===== src/rtl/pll_phase_ctrl.sv =====
// Run-time phase stepping for PLLA outputs via PSSEL/PSDIR/PSPULSE.
// Tracks per-channel phase, filters lock and aborts on lock loss.
module pll_phase_ctrl #(
  parameter int CHANNELS  = 7,
  parameter int STEP_W    = 6,
  parameter int PULSE_LEN = 4,
  parameter int GAP_LEN   = 8,
  parameter int LOCK_FILT = 16
) (
  input  logic              clk,
  input  logic              reset,
  input  logic              pll_lock,
  input  logic              req_valid,
  output logic              req_ready,
  input  logic [2:0]        req_chan,
  input  logic [STEP_W-1:0] req_phase,
  input  logic [2:0]        rd_chan,
  output logic [STEP_W-1:0] rd_phase,
  output logic [2:0]        pll_pssel,
  output logic              pll_psdir,
  output logic              pll_pspulse,
  output logic              locked,
  output logic              busy,
  output logic              done,
  output logic              err
);

  localparam int TMAX = (PULSE_LEN > GAP_LEN) ? PULSE_LEN : GAP_LEN;
  localparam int TW   = $clog2(TMAX + 1);
  localparam int LW   = $clog2(LOCK_FILT + 1);

  localparam logic [LW-1:0] LF    = LW'(LOCK_FILT);
  localparam logic [LW-1:0] LF_M1 = LW'(LOCK_FILT - 1);
  localparam logic [TW-1:0] P_LD  = TW'(PULSE_LEN - 1);
  localparam logic [TW-1:0] G_LD  = TW'(GAP_LEN - 1);
  localparam logic [STEP_W-1:0] HALF =
    {1'b1, {(STEP_W-1){1'b0}}};

  typedef enum logic [2:0] {
    S_IDLE,
    S_CALC,
    S_SETUP,
    S_PULSE,
    S_GAP,
    S_FINISH
  } state_t;

  state_t            state;
  logic [LW-1:0]     lock_cnt;
  logic [2:0]        chan_q;
  logic [STEP_W-1:0] tgt_q;
  logic [STEP_W-1:0] steps_q;
  logic [TW-1:0]     tmr;
  logic              pspulse_q;
  logic [STEP_W-1:0] phase_q [8];
  logic [STEP_W-1:0] diff;
  logic              bad_chan;

  always_ff @(posedge clk) begin
    if (reset) begin
      lock_cnt <= '0;
    end else if (!pll_lock) begin
      lock_cnt <= '0;
    end else if (lock_cnt != LF) begin
      lock_cnt <= lock_cnt + 1'b1;
    end
  end

  // Current cycle counts toward the filter so loss drops locked at once
  assign locked = pll_lock && (lock_cnt >= LF_M1);

  assign req_ready   = (state == S_IDLE) && locked;
  assign busy        = (state != S_IDLE);
  assign pll_pspulse = pspulse_q && locked;

  assign diff     = tgt_q - phase_q[chan_q];
  assign bad_chan = (int'(chan_q) >= CHANNELS);

  assign rd_phase = (int'(rd_chan) < CHANNELS) ?
                    phase_q[rd_chan] : '0;

  always_ff @(posedge clk) begin
    if (reset) begin
      state     <= S_IDLE;
      chan_q    <= '0;
      tgt_q     <= '0;
      steps_q   <= '0;
      tmr       <= '0;
      pspulse_q <= 1'b0;
      pll_pssel <= '0;
      pll_psdir <= 1'b0;
      done      <= 1'b0;
      err       <= 1'b0;
      for (int i = 0; i < 8; i++) phase_q[i] <= '0;
    end else begin
      done <= 1'b0;
      // PLL reloads its static phases on relock
      if (!locked) begin
        for (int i = 0; i < 8; i++) phase_q[i] <= '0;
      end
      if (state != S_IDLE && !locked) begin
        state     <= S_IDLE;
        pspulse_q <= 1'b0;
        pll_pssel <= '0;
        pll_psdir <= 1'b0;
        err       <= 1'b1;
        done      <= 1'b1;
      end else begin
        unique case (state)
          S_IDLE: begin
            if (req_valid && req_ready) begin
              chan_q <= req_chan;
              tgt_q  <= req_phase;
              err    <= 1'b0;
              state  <= S_CALC;
            end
          end
          S_CALC: begin
            if (bad_chan) begin
              err   <= 1'b1;
              done  <= 1'b1;
              state <= S_IDLE;
            end else if (diff == '0) begin
              done  <= 1'b1;
              state <= S_IDLE;
            end else begin
              pll_pssel <= chan_q;
              pll_psdir <= (diff > HALF);
              steps_q   <= (diff > HALF) ? -diff : diff;
              state     <= S_SETUP;
            end
          end
          S_SETUP: begin
            pspulse_q <= 1'b1;
            tmr       <= P_LD;
            state     <= S_PULSE;
          end
          S_PULSE: begin
            if (tmr == '0) begin
              pspulse_q <= 1'b0;
              tmr       <= G_LD;
              steps_q   <= steps_q - 1'b1;
              phase_q[chan_q] <= pll_psdir ?
                phase_q[chan_q] - 1'b1 :
                phase_q[chan_q] + 1'b1;
              state     <= S_GAP;
            end else begin
              tmr <= tmr - 1'b1;
            end
          end
          S_GAP: begin
            if (tmr != '0) begin
              tmr <= tmr - 1'b1;
            end else if (steps_q != '0) begin
              pspulse_q <= 1'b1;
              tmr       <= P_LD;
              state     <= S_PULSE;
            end else begin
              done  <= 1'b1;
              state <= S_FINISH;
            end
          end
          S_FINISH: begin
            pll_pssel <= '0;
            pll_psdir <= 1'b0;
            state     <= S_IDLE;
          end
          default: state <= S_IDLE;
        endcase
      end
    end
  end

endmodule

===== config.mk =====
export PLATFORM = sky130hd
export DESIGN_NAME = pll_phase_ctrl
export DESIGN_NICKNAME = d
export VERILOG_FILES = /design/src/rtl/pll_phase_ctrl.sv
export SDC_FILE = /design/constraint.sdc
export NUM_CORES = 1
export LEC_CHECK = 0
export CORE_AREA = 2 2 112 114
export DETAILED_ROUTE_END_ITERATION = 7
export DIE_AREA = 0 0 114 116
export SYNTH_ARGS = -nofsm -noshare
export SYNTH_HDL_FRONTEND = slang
export SYNTH_SLANG_ARGS = --single-unit

===== constraint.sdc =====
create_clock -name clk -period 5.2 [get_ports clk]
set_input_delay 1.56 -clock clk [delete_from_list [all_inputs] [get_ports clk]]
set_output_delay 1.56 -clock clk [all_outputs]
set_load 0.01 [all_outputs]

After elaboration in Yosys (flattened, before gate mapping)
Memories as Yosys holds them, arrays and structs flattened. A register that Yosys moved wholly into a read port is not among the register bits.
Cells that the tools add are included.

word-level totals
  memories = 1
  output and inout bits = 16
  input port bits = 16
  logic and storage cells = 135
  RAM bits = 48
  register bits after elaboration = 34

cells by class
  reductions and logical operators = 26
  multiplexer cells = 61
  equal/unequal tests = 15
  $lt $le $gt $ge = 4
  add/sub/neg operators = 7
  bitwise logic cells = 10

memories
  name     words  bits a word  rd ports  clocked after memory_dff  write ports  line  source
  phase_q  8      6            2         1                         8            55    logic [STEP_W-1:0] phase_q [8];

operators with widths
  cell                                                                   number
  6-bit 2-to-1 mux                                                       15
  3-bit 2-to-1 mux                                                       9
  1-bit 2-to-1 mux                                                       24
  3-bit case mux with 5 select lines                                     1
  3-bit AND reduction                                                    5
  4-bit 2-to-1 mux                                                       3
  4-bit case mux with 3 select lines                                     1
  6-bit case mux with 2 select lines                                     1
  6-bit by 1-bit subtractor with 6-bit output, second input constant     2
  2-bit != test, second input constant                                   5
  3-bit nonzero test                                                     3
  1-bit OR                                                               8
  6-bit by 1-bit adder with 6-bit output, second input constant          1
  3-bit by 2-bit equality test with 1-bit output, second input constant  2
  3-bit equality test, second input constant                             2
  6-bit greater-than comparator, second input constant                   1
  6-bit zero test                                                        1
  3-bit != test, second input constant                                   2
  6-bit negation                                                         1
  1-bit case mux with 2 select lines                                     3
  3-bit case mux with 2 select lines                                     1
  6-bit nonzero test                                                     1
  6-bit OR reduction                                                     1
  6-bit subtractor                                                       1
  21 further kinds                                                       29

Logic depth before layout (Yosys ltp)
Gate-level depths: netlist of run 1.

  depth in word-level cells = 9
  mapped depth = 15

Worst setup path before layout of run 1
No wires, ideal clock.

  path kind = input -> output
  start point = input rd_chan[0]
  end point = output rd_phase[0]
  buffers on the path = 1
  stages on the path = 3
  data arrival time = 2.793 ns
  slack = 0.847 ns
  path through = clkbuf_1 > mux4_2 > mux2_2

between the ends
  cells in the longest elaborated chain, start to end = 2
  elaborated cells on any way between the ends = 3

RTL lines
  item                                                    line  source
  start, declared                                         17    input logic [2:0] rd_chan,
  memory 8 x 6 bit or 3-bit < comparator (tied branches)  -
  6-bit 2-to-1 mux *                                      79    assign rd_phase = (int'(rd_chan) < CHANNELS) ?
  end, declared                                           18    output logic [STEP_W-1:0] rd_phase,

Mark *: on every way between the ends. The rest lies on a longest branch, timed or not.

Worst setup path after layout of run 1
  start point = input rd_chan[0]
  end point = output rd_phase[1]

The elaborated chain is that of the path after synthesis.

==> results.ini, run 1 <==
[sta]
fin_ws_ps = 111
fin_skew_ps = 8.19
fin_crit_ps = 5090
hold_viol_final = 0
grt_setup_unrepaired = false
fmax_mhz = 196
finalSetupTns_ps = 0
slew_viol_final = 0
period_share = 0.979
worstMarginPinSlew_ps = 809
maxSlewHeadroom = 0.453
finalSetupViolCount = 0

[synth]
synth_area_leaders = edfxtp_1, dfxtp_1, mux4_2
synth_nets = 502
async_flop_share = 0
avgSynthCellArea_um2 = 10.1
ys_ff_latch = 85
netlist_area_um2 = 4750
synth_top_flop_cell = edfxtp_1
syn_inst = 468
yosysWarningCount = 0
yosysUniqueCellTypes = 54
synth_top_area_share = 0.304
yosysTopAreaCell = edfxtp_1
synth-seq-area-share = 0.460
synth_edf_count = 48

[layout]
fill_cells = 1107
layout-drive-gt1-share = 0.108
design_area_um2 = 5490
fin_util = 0.461
syn_to_final_growth_pct = 15.6
num-nets-final = 531
antennaDiodeCount = 0

[clock_tree]
htreeDepth = 3
cts_setup_buffers = 0
cts_num_sinks = 85
cts_buffers = 9
clk_path_buf_depth = 2
cts-resized-gates = 0
clk_latency_ps = 340
path_clk_slew_ps = 60
cts-root-buf = clkbuf_16
tritoncts = built
postCtsHoldBufs = 0

[grt]
grt_first_pass_wirelength_um = 17900
grt.overflow.total = 0
grt_pass1_vias = 3496
antenna_found_initial = 0
grtUsageTotal = 0.175
grt_max_degree = 28

[setup_path]
cp-end-kind = primary output
cp_common_cell = clkdlybuf4s50_1
cp_num_cells = 5
cp-endpoint = rd_phase[1]
ff2ff_setup_slack_ps = 1120
rr_endpoint = steps_q[4]$_SDFFE_PP0P_
critical_path_class = primary input to primary output
arrival_ps = 3530
reg2reg_depth = 11
worstPathRequired_ps = 3640
crit_fanout = 19
cpPeakStageDelay_ps = 510
crit_slowest_cell = clkdlybuf4s50_1
startpoint_type = primary input
crit_start = rd_chan[0]
critPathTopFamily = buffers and inverters
cp_cell_sequence = clkdlybuf4s50_1 -> buf_12 -> mux4_2 -> mux2_2 -> clkdlybuf4s50_1
crit_buf_inv = 3

[routing]
viasPerCell = 5.47
routed_wl_um = 10900
antenna_left = 0
drc = 0
dr.pass1.iters = 4
initialDrtViolationCount = 233
vias = 3550
avgRoutedWirePerCell_um = 16.8

[placement]
gp_congestion = 0.861
detailedPlace.worstSlack_ps = 122
port_buffers = 31
dp_hpwl_um = 7990
placed_area_um2 = 5220

[run]
maxCapViolCount = 0

[hold_path]
hold_depth = 2
holdCritPathClass = flip-flop to flip-flop

[die]
fp.dieH_um = 116
die_area_um2 = 13200
initial_core_util = 0.398
rows = 40
ioPinCount = 32
coreArea_um2 = 11900
die_x_um = 114

[power_and_ir_drop]
p_per_area_nw_per_um2 = 242
power_w = 0.00133
p_leak_nw = 2.07
max-vdd-ir-drop_uv = 130

[outcome]
status = finished, final reports clean

## placed cells by master, fill, tap and decap left out, types with 8 or more instances in the layout
cell type,instances
clkdlybuf4s50_1,31
nor3_1,18
edfxtp_1,48
dfxtp_1,37
inv_1,26
mux4_2,16
xnor2_1,8
ha_1,16
a21oi_1,27
clkbuf_16,9
nand2_1,36
mux2i_1,17
nor2_1,87
o21ai_0,21
## tightest hold or removal path: cells and delay by family, from the launching register on
kind / cells / cell delay (ps)
flip-flops: 1 / 310
AO/OA/AOI/OAI: 1 / 50
AND/OR/NAND/NOR: 1 / 50
## sequential cells by signal (all words and copies together) (netlist names), named ones only
signal	count
chan_q	3
done	1
err	1
tgt_q	6
lock_cnt	5
pll_psdir	1
pspulse_q	1
steps_q	6
phase_q	48
state	3
pll_pssel	3
tmr	4
## logic make-up (layout without fill, tap and decap cells)
group,after synthesis,count (layout),share of synthesized area
buffers and inverters,46,80,0.0388
xor gates and xnor gates,14,14,0.0290
adders and majority gates,18,18,0.0506
AOI/OAI and AO/OA,80,80,0.107
muxes,42,42,0.142
DFF,85,85,0.460
and+or+nand+nor,183,183,0.173
## metrics by stage
| stage | cells | hold slack (ps) |
|---|---|---|
| floorplan | 468 | 462 |
| global placement | 633 | 448 |
| detailed placement | 633 | 456 |
| CTS | 649 | 464 |
| global route | 649 | 490 |
| finish | 649 | 457 |
## worst min path at each step
stage	start	to	slack, ps
3_5_place_dp	err$_SDFFE_PP0P_	err$_SDFFE_PP0P_	460
5_1_grt	err$_SDFFE_PP0P_	err$_SDFFE_PP0P_	490
6_report	err$_SDFFE_PP0P_	err$_SDFFE_PP0P_	460
2_1_floorplan	steps_q[3]$_SDFFE_PP0P_	steps_q[3]$_SDFFE_PP0P_	460
3_3_place_gp	err$_SDFFE_PP0P_	err$_SDFFE_PP0P_	450
4_1_cts	err$_SDFFE_PP0P_	err$_SDFFE_PP0P_	460
## per-layer routing
metal,vias up,part of all wire,GRT usage
li1,1747,-,-
met1,1698,0.46,0.235
met2,93,0.47,0.282
met3,12,0.051,0.0361
met4,0,0.011,0.0610
met5,-,0,0
## synthesized netlist by cell type, types with 6 or more instances
cell type,number
and2_1,6
dfxtp_1,37
edfxtp_1,48
nor3_1,18
mux2_2,6
xnor2_1,8
clkbuf_1,15
nor2b_1,7
mux2i_1,17
nand3_1,7
o21ai_0,21
a21oi_1,27
ha_1,16
nor2_1,87
mux4_2,16
nand2_1,36
inv_1,26
## report_power, final
| part | switching, W | total, W | internal, W |
|---|---|---|---|
| sequential | 0.000000903 | 0.000704 | 0.000703 |
| clock | 0.000260 | 0.000581 | 0.000322 |
| combinational | 0.0000190 | 0.0000423 | 0.0000233 |
| total | 0.000280 | 0.00133 | 0.00105 |
## final cells by class
cell class | count | area, µm² | area share
Timing Repair Buffer | 38 | 375 | 0.0684
Sequential cell | 85 | 2180 | 0.398
Inverter | 26 | 97.6 | 0.0178
Multi-Input combinational cell | 337 | 2380 | 0.434
Tap cell | 147 | 184 | 0.0335
Clock inverter | 6 | 37.5 | 0.00684
Clock buffer | 10 | 229 | 0.0417
Note: power is estimated with default switching activity, not from simulation.
==> run 2, diff against run 1 <==
CTS_CLUSTER_SIZE = 28   (was unset)
==> results of run 2 <==
Final layout, timing and power as in run 1 (identical DEF).
